==> src/rtl/mcu_blok_siralayici_pkg.sv <==
// Shared types for the MCU block sequencer: state encoding, component IDs and
// the pixel/position widths used on the IDCT-side interface.
`ifndef PIXEL_BIT
`define PIXEL_BIT 8
`endif
`ifndef BLOCK_BIT
`define BLOCK_BIT 3
`endif

package mcu_blok_siralayici_pkg;

  typedef enum logic [2:0] {
    BOSTA = 3'd0,
    Y     = 3'd1,
    CB    = 3'd2,
    CR    = 3'd3,
    BITTI = 3'd4
  } durum_t;

  localparam logic [1:0] BILESEN_Y  = 2'd0;
  localparam logic [1:0] BILESEN_CB = 2'd1;
  localparam logic [1:0] BILESEN_CR = 2'd2;

  localparam int BLOK_PIKSEL = 64;

  // Component shown on bilesen_o for a given state; BITTI keeps the last one.
  function automatic logic [1:0] durum_bilesen(input durum_t d, input logic [1:0] eski);
    case (d)
      Y:       return BILESEN_Y;
      CB:      return BILESEN_CB;
      CR:      return BILESEN_CR;
      BITTI:   return eski;
      default: return BILESEN_Y;
    endcase
  endfunction

endpackage

==> src/rtl/mcu_blok_siralayici_piksel.sv <==
// blok_piksel_sayaci: 6-bit raster pixel counter inside one 8x8 block with
// row/col/last-pixel decode. Wraps 63->0 on its own.
module blok_piksel_sayaci
  import mcu_blok_siralayici_pkg::*;
(
  input  logic                  clk_i,
  input  logic                  rstn_i,
  input  logic                  fire,
  input  logic                  clear,
  output logic [`BLOCK_BIT-1:0] row,
  output logic [`BLOCK_BIT-1:0] col,
  output logic                  son
);

  logic [5:0] piks;

  always_ff @(posedge clk_i or negedge rstn_i) begin
    if (!rstn_i)    piks <= '0;
    else if (clear) piks <= '0;
    else if (fire)  piks <= piks + 6'd1;
  end

  assign row = piks[5:3];
  assign col = piks[2:0];
  assign son = (piks == 6'(BLOK_PIKSEL - 1));

endmodule

==> src/rtl/mcu_blok_siralayici.sv <==
// Schedules Y/Cb/Cr block producers onto the shared IDCT path in MCU order.
// Optional stall cycle counter: define DN_SIRALAYICI_STALL_SAYAC_EN.
module mcu_blok_siralayici
  import mcu_blok_siralayici_pkg::*;
#(
  parameter int Y_BLOK  = 4,
  parameter int CB_BLOK = 1,
  parameter int CR_BLOK = 1,
  parameter int MCU_BIT = 16
) (
  input  logic                  clk_i,
  input  logic                  rstn_i,
  input  logic                  basla_i,
  input  logic [MCU_BIT-1:0]    cfg_mcu_sayisi_i,
  output logic                  mesgul_o,
  output logic                  bitti_o,
  input  logic [`PIXEL_BIT-1:0] y_veri_i,
  input  logic [`PIXEL_BIT-1:0] cb_veri_i,
  input  logic [`PIXEL_BIT-1:0] cr_veri_i,
  input  logic                  y_gecerli_i,
  input  logic                  cb_gecerli_i,
  input  logic                  cr_gecerli_i,
  output logic                  y_hazir_o,
  output logic                  cb_hazir_o,
  output logic                  cr_hazir_o,
  output logic [`PIXEL_BIT-1:0] idct_veri_o,
  output logic [`BLOCK_BIT-1:0] idct_row_o,
  output logic [`BLOCK_BIT-1:0] idct_col_o,
  output logic                  idct_gecerli_o,
  output logic                  idct_blok_son_o,
  input  logic                  idct_hazir_i,
  output logic [1:0]            bilesen_o
`ifdef DN_SIRALAYICI_STALL_SAYAC_EN
  ,
  output logic [31:0]           stall_sayac_o
`endif
);

  localparam logic [1:0] Y_SON  = 2'(Y_BLOK - 1);
  localparam logic [1:0] CB_SON = 2'(CB_BLOK - 1);
  localparam logic [1:0] CR_SON = 2'(CR_BLOK - 1);

  durum_t             durum, durum_n;
  logic [1:0]         blok_sayac;
  logic [MCU_BIT-1:0] mcu_sayac, cfg_q;
  logic [1:0]         bilesen_q;
  logic               sec_gecerli, fire, piks_son, blok_bitti, son_blok, mcu_son, basla_ok;

  // Mux is purely combinational so a consumer stall is seen by the producer same cycle.
  always_comb begin
    sec_gecerli = 1'b0;
    idct_veri_o = '0;
    y_hazir_o   = 1'b0;
    cb_hazir_o  = 1'b0;
    cr_hazir_o  = 1'b0;
    son_blok    = 1'b0;
    case (durum)
      Y: begin
        sec_gecerli = y_gecerli_i;
        idct_veri_o = y_veri_i;
        y_hazir_o   = idct_hazir_i;
        son_blok    = (blok_sayac == Y_SON);
      end
      CB: begin
        sec_gecerli = cb_gecerli_i;
        idct_veri_o = cb_veri_i;
        cb_hazir_o  = idct_hazir_i;
        son_blok    = (blok_sayac == CB_SON);
      end
      CR: begin
        sec_gecerli = cr_gecerli_i;
        idct_veri_o = cr_veri_i;
        cr_hazir_o  = idct_hazir_i;
        son_blok    = (blok_sayac == CR_SON);
      end
      default: ;
    endcase
  end

  assign idct_gecerli_o  = sec_gecerli;
  assign fire            = idct_gecerli_o && idct_hazir_i;
  assign blok_bitti      = fire && piks_son;
  assign idct_blok_son_o = piks_son && idct_gecerli_o;
  assign mcu_son         = (MCU_BIT'(mcu_sayac + 1'b1) == cfg_q);
  assign basla_ok        = (durum == BOSTA) && basla_i;
  assign mesgul_o        = (durum != BOSTA);
  assign bitti_o         = (durum == BITTI);
  assign bilesen_o       = bilesen_q;

  always_comb begin
    durum_n = durum;
    case (durum)
      BOSTA: if (basla_i) durum_n = (cfg_mcu_sayisi_i == '0) ? BITTI : Y;
      Y:     if (blok_bitti && son_blok) durum_n = CB;
      CB:    if (blok_bitti && son_blok) durum_n = CR;
      CR:    if (blok_bitti && son_blok) durum_n = mcu_son ? BITTI : Y;
      BITTI: durum_n = BOSTA;
      default: durum_n = BOSTA;
    endcase
  end

  always_ff @(posedge clk_i or negedge rstn_i) begin
    if (!rstn_i) begin
      durum      <= BOSTA;
      blok_sayac <= '0;
      mcu_sayac  <= '0;
      cfg_q      <= '0;
      bilesen_q  <= BILESEN_Y;
    end else begin
      durum     <= durum_n;
      bilesen_q <= durum_bilesen(durum_n, bilesen_q);
      if (basla_ok) begin
        cfg_q     <= cfg_mcu_sayisi_i;
        mcu_sayac <= '0;
      end else if ((durum == CR) && blok_bitti && son_blok) begin
        mcu_sayac <= mcu_sayac + 1'b1;
      end
      if (durum_n != durum) blok_sayac <= '0;
      else if (blok_bitti)  blok_sayac <= blok_sayac + 2'd1;
    end
  end

  blok_piksel_sayaci u_piksel (
    .clk_i  (clk_i),
    .rstn_i (rstn_i),
    .fire   (fire),
    .clear  (durum == BOSTA),
    .row    (idct_row_o),
    .col    (idct_col_o),
    .son    (piks_son)
  );

`ifdef DN_SIRALAYICI_STALL_SAYAC_EN
  always_ff @(posedge clk_i or negedge rstn_i) begin
    if (!rstn_i)                  stall_sayac_o <= '0;
    else if (basla_ok)            stall_sayac_o <= '0;
    else if (idct_gecerli_o && !idct_hazir_i && (stall_sayac_o != 32'hFFFF_FFFF))
                                  stall_sayac_o <= stall_sayac_o + 32'd1;
  end
`endif

endmodule

==> config.mk <==
export PLATFORM = sky130hd
export DESIGN_NAME = mcu_blok_siralayici
export DESIGN_NICKNAME = d
export VERILOG_FILES = /design/src/rtl/mcu_blok_siralayici_pkg.sv /design/src/rtl/mcu_blok_siralayici_piksel.sv /design/src/rtl/mcu_blok_siralayici.sv
export SDC_FILE = /design/constraint.sdc
export NUM_CORES = 1
export LEC_CHECK = 0
export CORE_UTILIZATION = 50
export CTS_CLUSTER_SIZE = 16
export DETAILED_ROUTE_END_ITERATION = 10
export PLACE_DENSITY = 0.8
export SYNTH_ARGS = -nofsm -noshare
export SYNTH_HDL_FRONTEND = slang
export SYNTH_SLANG_ARGS = --single-unit
==> constraint.sdc <==
create_clock -name clk_i -period 3.3 [get_ports clk_i]
set_input_delay 0.66 -clock clk_i [delete_from_list [all_inputs] [get_ports clk_i]]
set_output_delay 0.66 -clock clk_i [all_outputs]
set_load 0.01 [all_outputs]
==> summary.md, run 1 <==
| Metric | Value |
|---|---|
| Outcome | completed |
| Final hold violation count | 0 |
| Setup TNS | 0 ns |
| Initial core utilization | 52.6% |
| Syn Nets | 365 |
| Yosys top cell by area | dfrtp_1 |
| Main area contributors after synthesis | dfrtp_1 (38%), mux2_2 (9.2%), xnor2_1 (4.7%), nor2_1 (4.6%), xor2_1 (3.9%) |
| Largest fanout on the critical path | 3 |
| Boundary pin count | 70 |
| WL met3 | 279 um |
| Yosys reg bits | 45 |
| Register area share after synthesis | 38.2% |
| Worst-Margin Slew | 1.01 ns |
| Max-Cap Viols | 0 |
| Met1 Wirelength | 3.03 mm |
| CTS tree | yes |
| Vias in the first global route | 2439 |
| Drt total wl | 6.79 mm |
| Crit path max-delay cell type | clkdlybuf4s50_1 |
| Initial DRC Count | 181 |
| CTS max path bufs | 2 |
| Final setup viols | 0 |
| Hpwl dp | 5.16 mm |
| Sinks on Clock Net | 45 |
| Post-route DRC | 0 |
| Final Cycle Share | 87.9% |
| Area growth syn-to-layout | 27.6% |
| Critical path startpoint category | primary input |
| Initial antenna violation count | 0 |
| Largest net degree at the start of global routing | 46 |
| Number of CTS-inserted buffers | 5 |
| TritonRoute pass-1 iters | 4 |
| Yosys warning total | 0 |
| Detail Route met2 WL | 3.37 mm |
| Total track usage | 23.6% |
| Core ar. | 5610 sq um |
| CP Data Required Time | 2.64 ns |
| Skew final | 0.00693 ns |
| Avg Cell Area, Syn | 9.40 sq um |
| CTS H-tree lvls | 2 |
| Achievable Freq | 0.345 GHz |
| Delay of the slowest cell on the worst path | 0.54 ns |
| Post-CTS sizing | 0 |
| Post-synth cell types | 53 |
| EDFF count, synth | 0 |
| Top Layer Used | met4 |
| Pwr/cell area | 402 nW/um^2 |
| Share of flip-flops with an asynchronous set or reset | 100% |
| Filler cells | 456 |
| Kind of critical path | primary input to output pin |
| Hold buffer count at cts | 0 |
| Most common cell on crit path | clkdlybuf4s50_1 |
| Worst path cell trace | clkdlybuf4s50_1 -> mux2i_1 -> a211oi_2 -> and2_1 -> clkdlybuf4s50_1 |
| Clock transition at path regs | 0.08 ns |
| Overflow after GRT | 0 |
| CP Capture Type | output pin |
| P_leak | 1.51 nW |
| Inserted Diodes | 0 |
| RSZ-0062 raised after global routing | no |
| Post-Synthesis Cells | 314 |
| Die height | 78.8 um |
| Wire per inst | 15.1 um |
| I/O Buffers | 69 |
| CP arrival | 2.24 ns |
| Postcts setup bufs | 0 |
| CTS Root Cell | clkbuf_8 |
| Slew Viols, Final | 0 |
| Worst Hold Class | flop to flop |
| GPL Wtd Cong | 0.822 |
| Yosys top cell area share | 38.2% |
| First-pass GRT wire length | 11.5 mm |
| Die W | 78.8 um |
| Layout net count | 428 |
| WHS | 0.508 ns |
| Tmin final | 2.90 ns |
| Share of layout cells above drive strength 1 | 14.1% |
| Peak supply drop | 0.402 mV |
| DRT antenna net count | 0 |
| Via density | 5.67 |
| Later-pin clock latency in the skew report | 0.29 ns |
| Max-slew headroom | 32.6% |
| Synth Cell Area | 2950 sq um |
| FP Rows | 27 |
| Via count | 2548 |
| Main synth FF type | dfrtp_1 |
| Total Die Area | 6210 sq um |
## worst paths after layout
check                                  start          endpoint  slack (ns)  depth (start not counted)
worst max-delay path            cr_gecerli_i   idct_blok_son_o        0.40                          5
worst min-delay path            bilesen_o[1]      bilesen_o[1]        0.51                          1
worst max register to register  mcu_sayac[5]      bilesen_o[1]        0.67                          7
worst min register to register  bilesen_o[1]      bilesen_o[1]        0.51                          1
max in group asynchronous             rstn_i     mcu_sayac[11]        2.13                          1
min in group asynchronous             rstn_i  u_piksel.piks[5]        0.53                          1
## logic make-up (layout without fill, tap and decap cells)
logic type	Yosys count	after routing	share of synthesized area, %
xor gates and xnor gates	29	29	8.61
buffers and inverters	27	90	4.24
adders and majority gates	4	4	1.70
and+or+nand+nor	125	125	22.7
DFF	45	45	38.2
muxes	28	28	10.5
AOI/OAI and AO/OA	56	56	14.1
## placed cells by master, fill, tap and decap left out, types with 2 or more instances in the layout
cell type | Yosys | layout
or4_1 | 2 | 2
nor3_1 | 3 | 3
nand2_1 | 20 | 20
o31ai_1 | 7 | 7
clkdlybuf4s50_1 | 0 | 68
nand4_1 | 8 | 8
o21ai_1 | 12 | 12
xnor2_1 | 16 | 16
dfrtp_1 | 45 | 45
a21oi_1 | 5 | 5
inv_1 | 7 | 7
mux2i_1 | 4 | 4
mux2_2 | 24 | 24
nor4_1 | 7 | 7
and3_1 | 2 | 2
and2_1 | 2 | 2
or3_1 | 2 | 2
nor2_1 | 36 | 36
buf_4 | 0 | 7
xor2_1 | 13 | 13
nand2b_1 | 5 | 5
a22oi_1 | 9 | 9
nor4_4 | 2 | 2
nor2b_1 | 6 | 6
nor3b_1 | 2 | 2
nand3_1 | 18 | 18
clkbuf_8 | 0 | 6
ha_1 | 4 | 4
o41ai_2 | 2 | 2
o21ai_0 | 7 | 7
o21ai_2 | 2 | 2
and4_1 | 2 | 2
## power by group
part	switching, mW	internal [mW]
Clock	0.178	0.166
Combinational	0.179	0.264
Sequential	0.0835	0.642
Total	0.440	1.07
## layer usage
layer / track usage [%] / vias to the layer above
li1: - / 1251
met1: 30.7 / 1220
met2: 40.6 / 67
met3: 3.91 / 10
met4: 6.36 / 0
met5: 0 / -
## worst max-delay path, delay by kind of cell
kind,cells,cell delay (ns)
buffers and inverters,2,1.00
muxes,1,0.08
AOI/OAI and AO/OA,1,0.28
and+or+nand+nor,1,0.21
## stage by stage
step / setup WS [ns] / std cells / util [%] / power [mW] / area [sq um]
2_1_floorplan: 0.814 / 314 / - / 0.992 / 2950
3_3_place_gp: 0.379 / 442 / 65.6 / 1.16 / 3680
4_1_cts: 0.391 / 449 / 67.2 / 1.52 / 3770
3_5_place_dp: 0.257 / 442 / 65.6 / 1.18 / 3680
6_report: 0.398 / 449 / 67.2 / 1.51 / 3770
5_1_grt: 0.216 / 449 / 67.2 / 1.60 / 3770
## cell usage after synthesis, types with 8 or more instances
cell,instances
xor2_1,13
a22oi_1,9
nand4_1,8
xnor2_1,16
dfrtp_1,45
o21ai_1,12
nand3_1,18
nor2_1,36
mux2_2,24
clkbuf_1,10
nand2_1,20
## state kept, by name, indices dropped and copies added (netlist names)
register and count:
durum 3, cfg_q 16, bilesen_o 2, u_piksel.piks 6
blok_sayac 2, mcu_sayac 16
## cell type report
cell class	instances	area (sq um)	area share [%]
Timing Repair Buffer	76	738	19.6
Sequential cell	45	1130	29.9
Tap cell	72	90.1	2.39
Multi-Input combinational cell	242	1700	45.1
Inverter	7	26.3	0.697
Clock buffer	7	86.3	2.29
(Power assumes the default switching activity.)
==> inputs of run 2 (changes only) <==
- MAX_ROUTING_LAYER: unset -> met4
==> run 2 against run 1 <==
  * Sequential cell count unchanged
  * Global-route usage rose by 0.66 points
  * Die area did not move
  * Design area is the same
  * Maximum frequency rose by 0.27%
  * Clock power about the same
  * Largest power group unchanged
  * Critical endpoint unchanged
  * Highest routed layer unchanged
  * Non-clock buffer count unchanged
==> summary.md, run 2 (synthesized netlist as in run 1, its figures left out) <==
| Metric | Value |
|---|---|
| Setup TNS | 0 ns (unchanged) |
| Sw Pwr | 0.443 mW (+0.61%) |
| Cells after DPL | 442 (unchanged) |
| Max-Cap Viols | 0 (unchanged) |
| Most common cell after layout, fill and taps aside | clkdlybuf4s50_1 |
| Outcome | completed |
| Total power draw | 1.52 mW (+0.18%) |
| Largest net degree at the start of global routing | 46 (unchanged) |
| Number of CTS-inserted buffers | 5 (unchanged) |
| Total track usage | 24.3% (+0.66 points) |
| Initial DRC Count | 174 (-3.9%) |
| Pwr/cell area | 402 nW/um^2 (+0.18%) |
| Most common cell on crit path | clkdlybuf4s50_1 |
| WHS | 0.502 ns (-0.00678 ns) |
| Final hold violation count | 0 (unchanged) |
| Largest fanout on the critical path | 3 (unchanged) |
| CTS tree | yes |
| Share of layout cells above drive strength 1 | 14.1% (unchanged) |
| Filler cells | 456 (unchanged) |
| Setup ws final | 0.406 ns (+0.00777 ns) |
| Skew final | 0.00820 ns (+0.00126 ns) |
| Inserted Diodes | 0 (unchanged) |
| I/O Buffers | 69 (unchanged) |
| Int Pwr | 1.07 mW (about the same) |
| Final non-filler cell total | 449 (unchanged) |
| Boundary pin count | 70 (unchanged) |
| FP Rows | 27 (unchanged) |
| Postcts setup bufs | 0 (unchanged) |
| Later-pin clock latency in the skew report | 0.29 ns (about the same) |
| Switching share of power | 29.2% (+0.12 points) |
| Final setup viols | 0 (unchanged) |
| Worst-Margin Slew | 1.00 ns (-0.00705 ns) |
| P_leak | 1.51 nW (unchanged) |
| CTS Root Cell | clkbuf_8 |
| Post-CTS sizing | 0 (unchanged) |
| Comb power frac | 29.3% (about the same) |
| RSZ-0062 raised after global routing | no |
| First-pass GRT wire length | 11.5 mm (unchanged) |
| Sinks on Clock Net | 45 (unchanged) |
| Final Cycle Share | 87.7% (-0.24 points) |
| Worst slack at placement | 0.257 ns (unchanged) |
| CP arrival | 2.23 ns (about the same) |
| Tmin final | 2.89 ns (-0.00777 ns) |
| Post-route DRC | 0 (unchanged) |
| Area growth syn-to-layout | 27.6% (unchanged) |
| Achievable Freq | 0.346 GHz (+0.27%) |
| CP Capture Type | output pin |
| CTS H-tree lvls | 2 (unchanged) |
| Die height | 78.8 um (unchanged) |
| Sequential cell fraction of total power | 47.9% (about the same) |
| Max-slew headroom | 33.1% (+0.47 points) |
| Initial core utilization | 52.6% (unchanged) |
| DRT antenna net count | 0 (unchanged) |
| Clock transition at path regs | 0.08 ns (about the same) |
| Crit path max-delay cell type | clkdlybuf4s50_1 |
| Worst Hold Class | flop to flop |
| Wire per inst | 15.2 um (+0.38%) |
| Vias in the first global route | 2442 (+0.12%) |
| Via density | 5.70 (+0.47%) |
| TritonRoute pass-1 iters | 4 (unchanged) |
| Biggest regs | cfg_q x16, mcu_sayac x16, u_piksel.piks x6 |
| Initial antenna violation count | 0 (unchanged) |
| Delay of the slowest cell on the worst path | 0.54 ns (about the same) |
| GPL Wtd Cong | 0.834 (+1.5%) |
| Hpwl dp | 5.16 mm (unchanged) |
| Reg-to-reg slack, setup | 0.66 ns (about the same) |
| Slew Viols, Final | 0 (unchanged) |
| Critical path startpoint category | primary input |
| CTS max path bufs | 2 (unchanged) |
| Worst path cell trace | clkdlybuf4s50_1 -> mux2i_1 -> a211oi_2 -> and2_1 -> clkdlybuf4s50_1 |
| Kind of critical path | primary input to output pin |
| Hold buffer count at cts | 0 (unchanged) |
| CP Data Required Time | 2.64 ns (about the same) |
| Total Die Area | 6210 sq um (unchanged) |
| Peak supply drop | 0.401 mV (about the same) |
| Drt total wl | 6.81 mm (+0.38%) |
| Core ar. | 5610 sq um (unchanged) |
| Most frequent cells in the layout | clkdlybuf4s50_1 (68), dfrtp_1 (45), nor2_1 (36), mux2_2 (24), nand2_1 (20) |
| Die W | 78.8 um (unchanged) |
| Overflow after GRT | 0 (unchanged) |
| Via count | 2560 (+0.47%) |
| Layout net count | 428 (unchanged) |
| Clock power share | 22.8% (about the same) |
run 2: worst paths after layout:
check	from	to	depth (start not counted)
worst max register to register	mcu_sayac[5]	bilesen_o[1]	7
worst min register to register	bilesen_o[1]	bilesen_o[1]	1
max in group asynchronous	rstn_i	cfg_q[2]	1
worst min-delay path	bilesen_o[1]	bilesen_o[1]	1
worst max-delay path	cr_gecerli_i	idct_blok_son_o	5
min in group asynchronous	rstn_i	u_piksel.piks[2]	1
run 2: power by group through the flow:
| stage | sequential, mW | combinational, mW | clock, mW |
|---|---|---|---|
| after global routing | 0.740 | 0.485 | 0.369 |
| after global placement | 0.733 | 0.429 | 0 |
| after floorplan | 0.722 | 0.270 | 0 |
| after detailed placement | 0.739 | 0.445 | 0 |
| after CTS | 0.727 | 0.447 | 0.351 |
| final | 0.726 | 0.444 | 0.346 |
run 2: area by class of cell:
class / count / area (sq um) / share of cell area (%)
tap: 72 / 90.1 / 2.39
clock buffer: 7 / 86.3 / 2.29
inverter: 7 / 26.3 / 0.697
multi-input combinational: 242 / 1700 / 45.1
sequential: 45 / 1130 / 29.9
timing repair buffer: 76 / 738 / 19.6
run 2: worst max-delay path, delay by kind of cell:
family,cells,cell delay (ns)
buf+inv,2,1.00
mux,1,0.08
simple gates,1,0.21
compound gates,1,0.28
run 2: layer usage:
metal	vias to the layer above	GRT usage (%)	routed length, um
met2	57	40.6	3400
met3	10	3.91	212
met4	0	6.36	102
met1	1238	30.7	3100
li1	1255	-	-
met5	-	-	0
run 2: metrics by stage:
step / util (%) / area (sq um)
floorplan: - / 2950
global placement: 65.6 / 3680
detailed placement: 65.6 / 3680
CTS: 67.2 / 3770
global route: 67.2 / 3770
finish: 67.2 / 3770
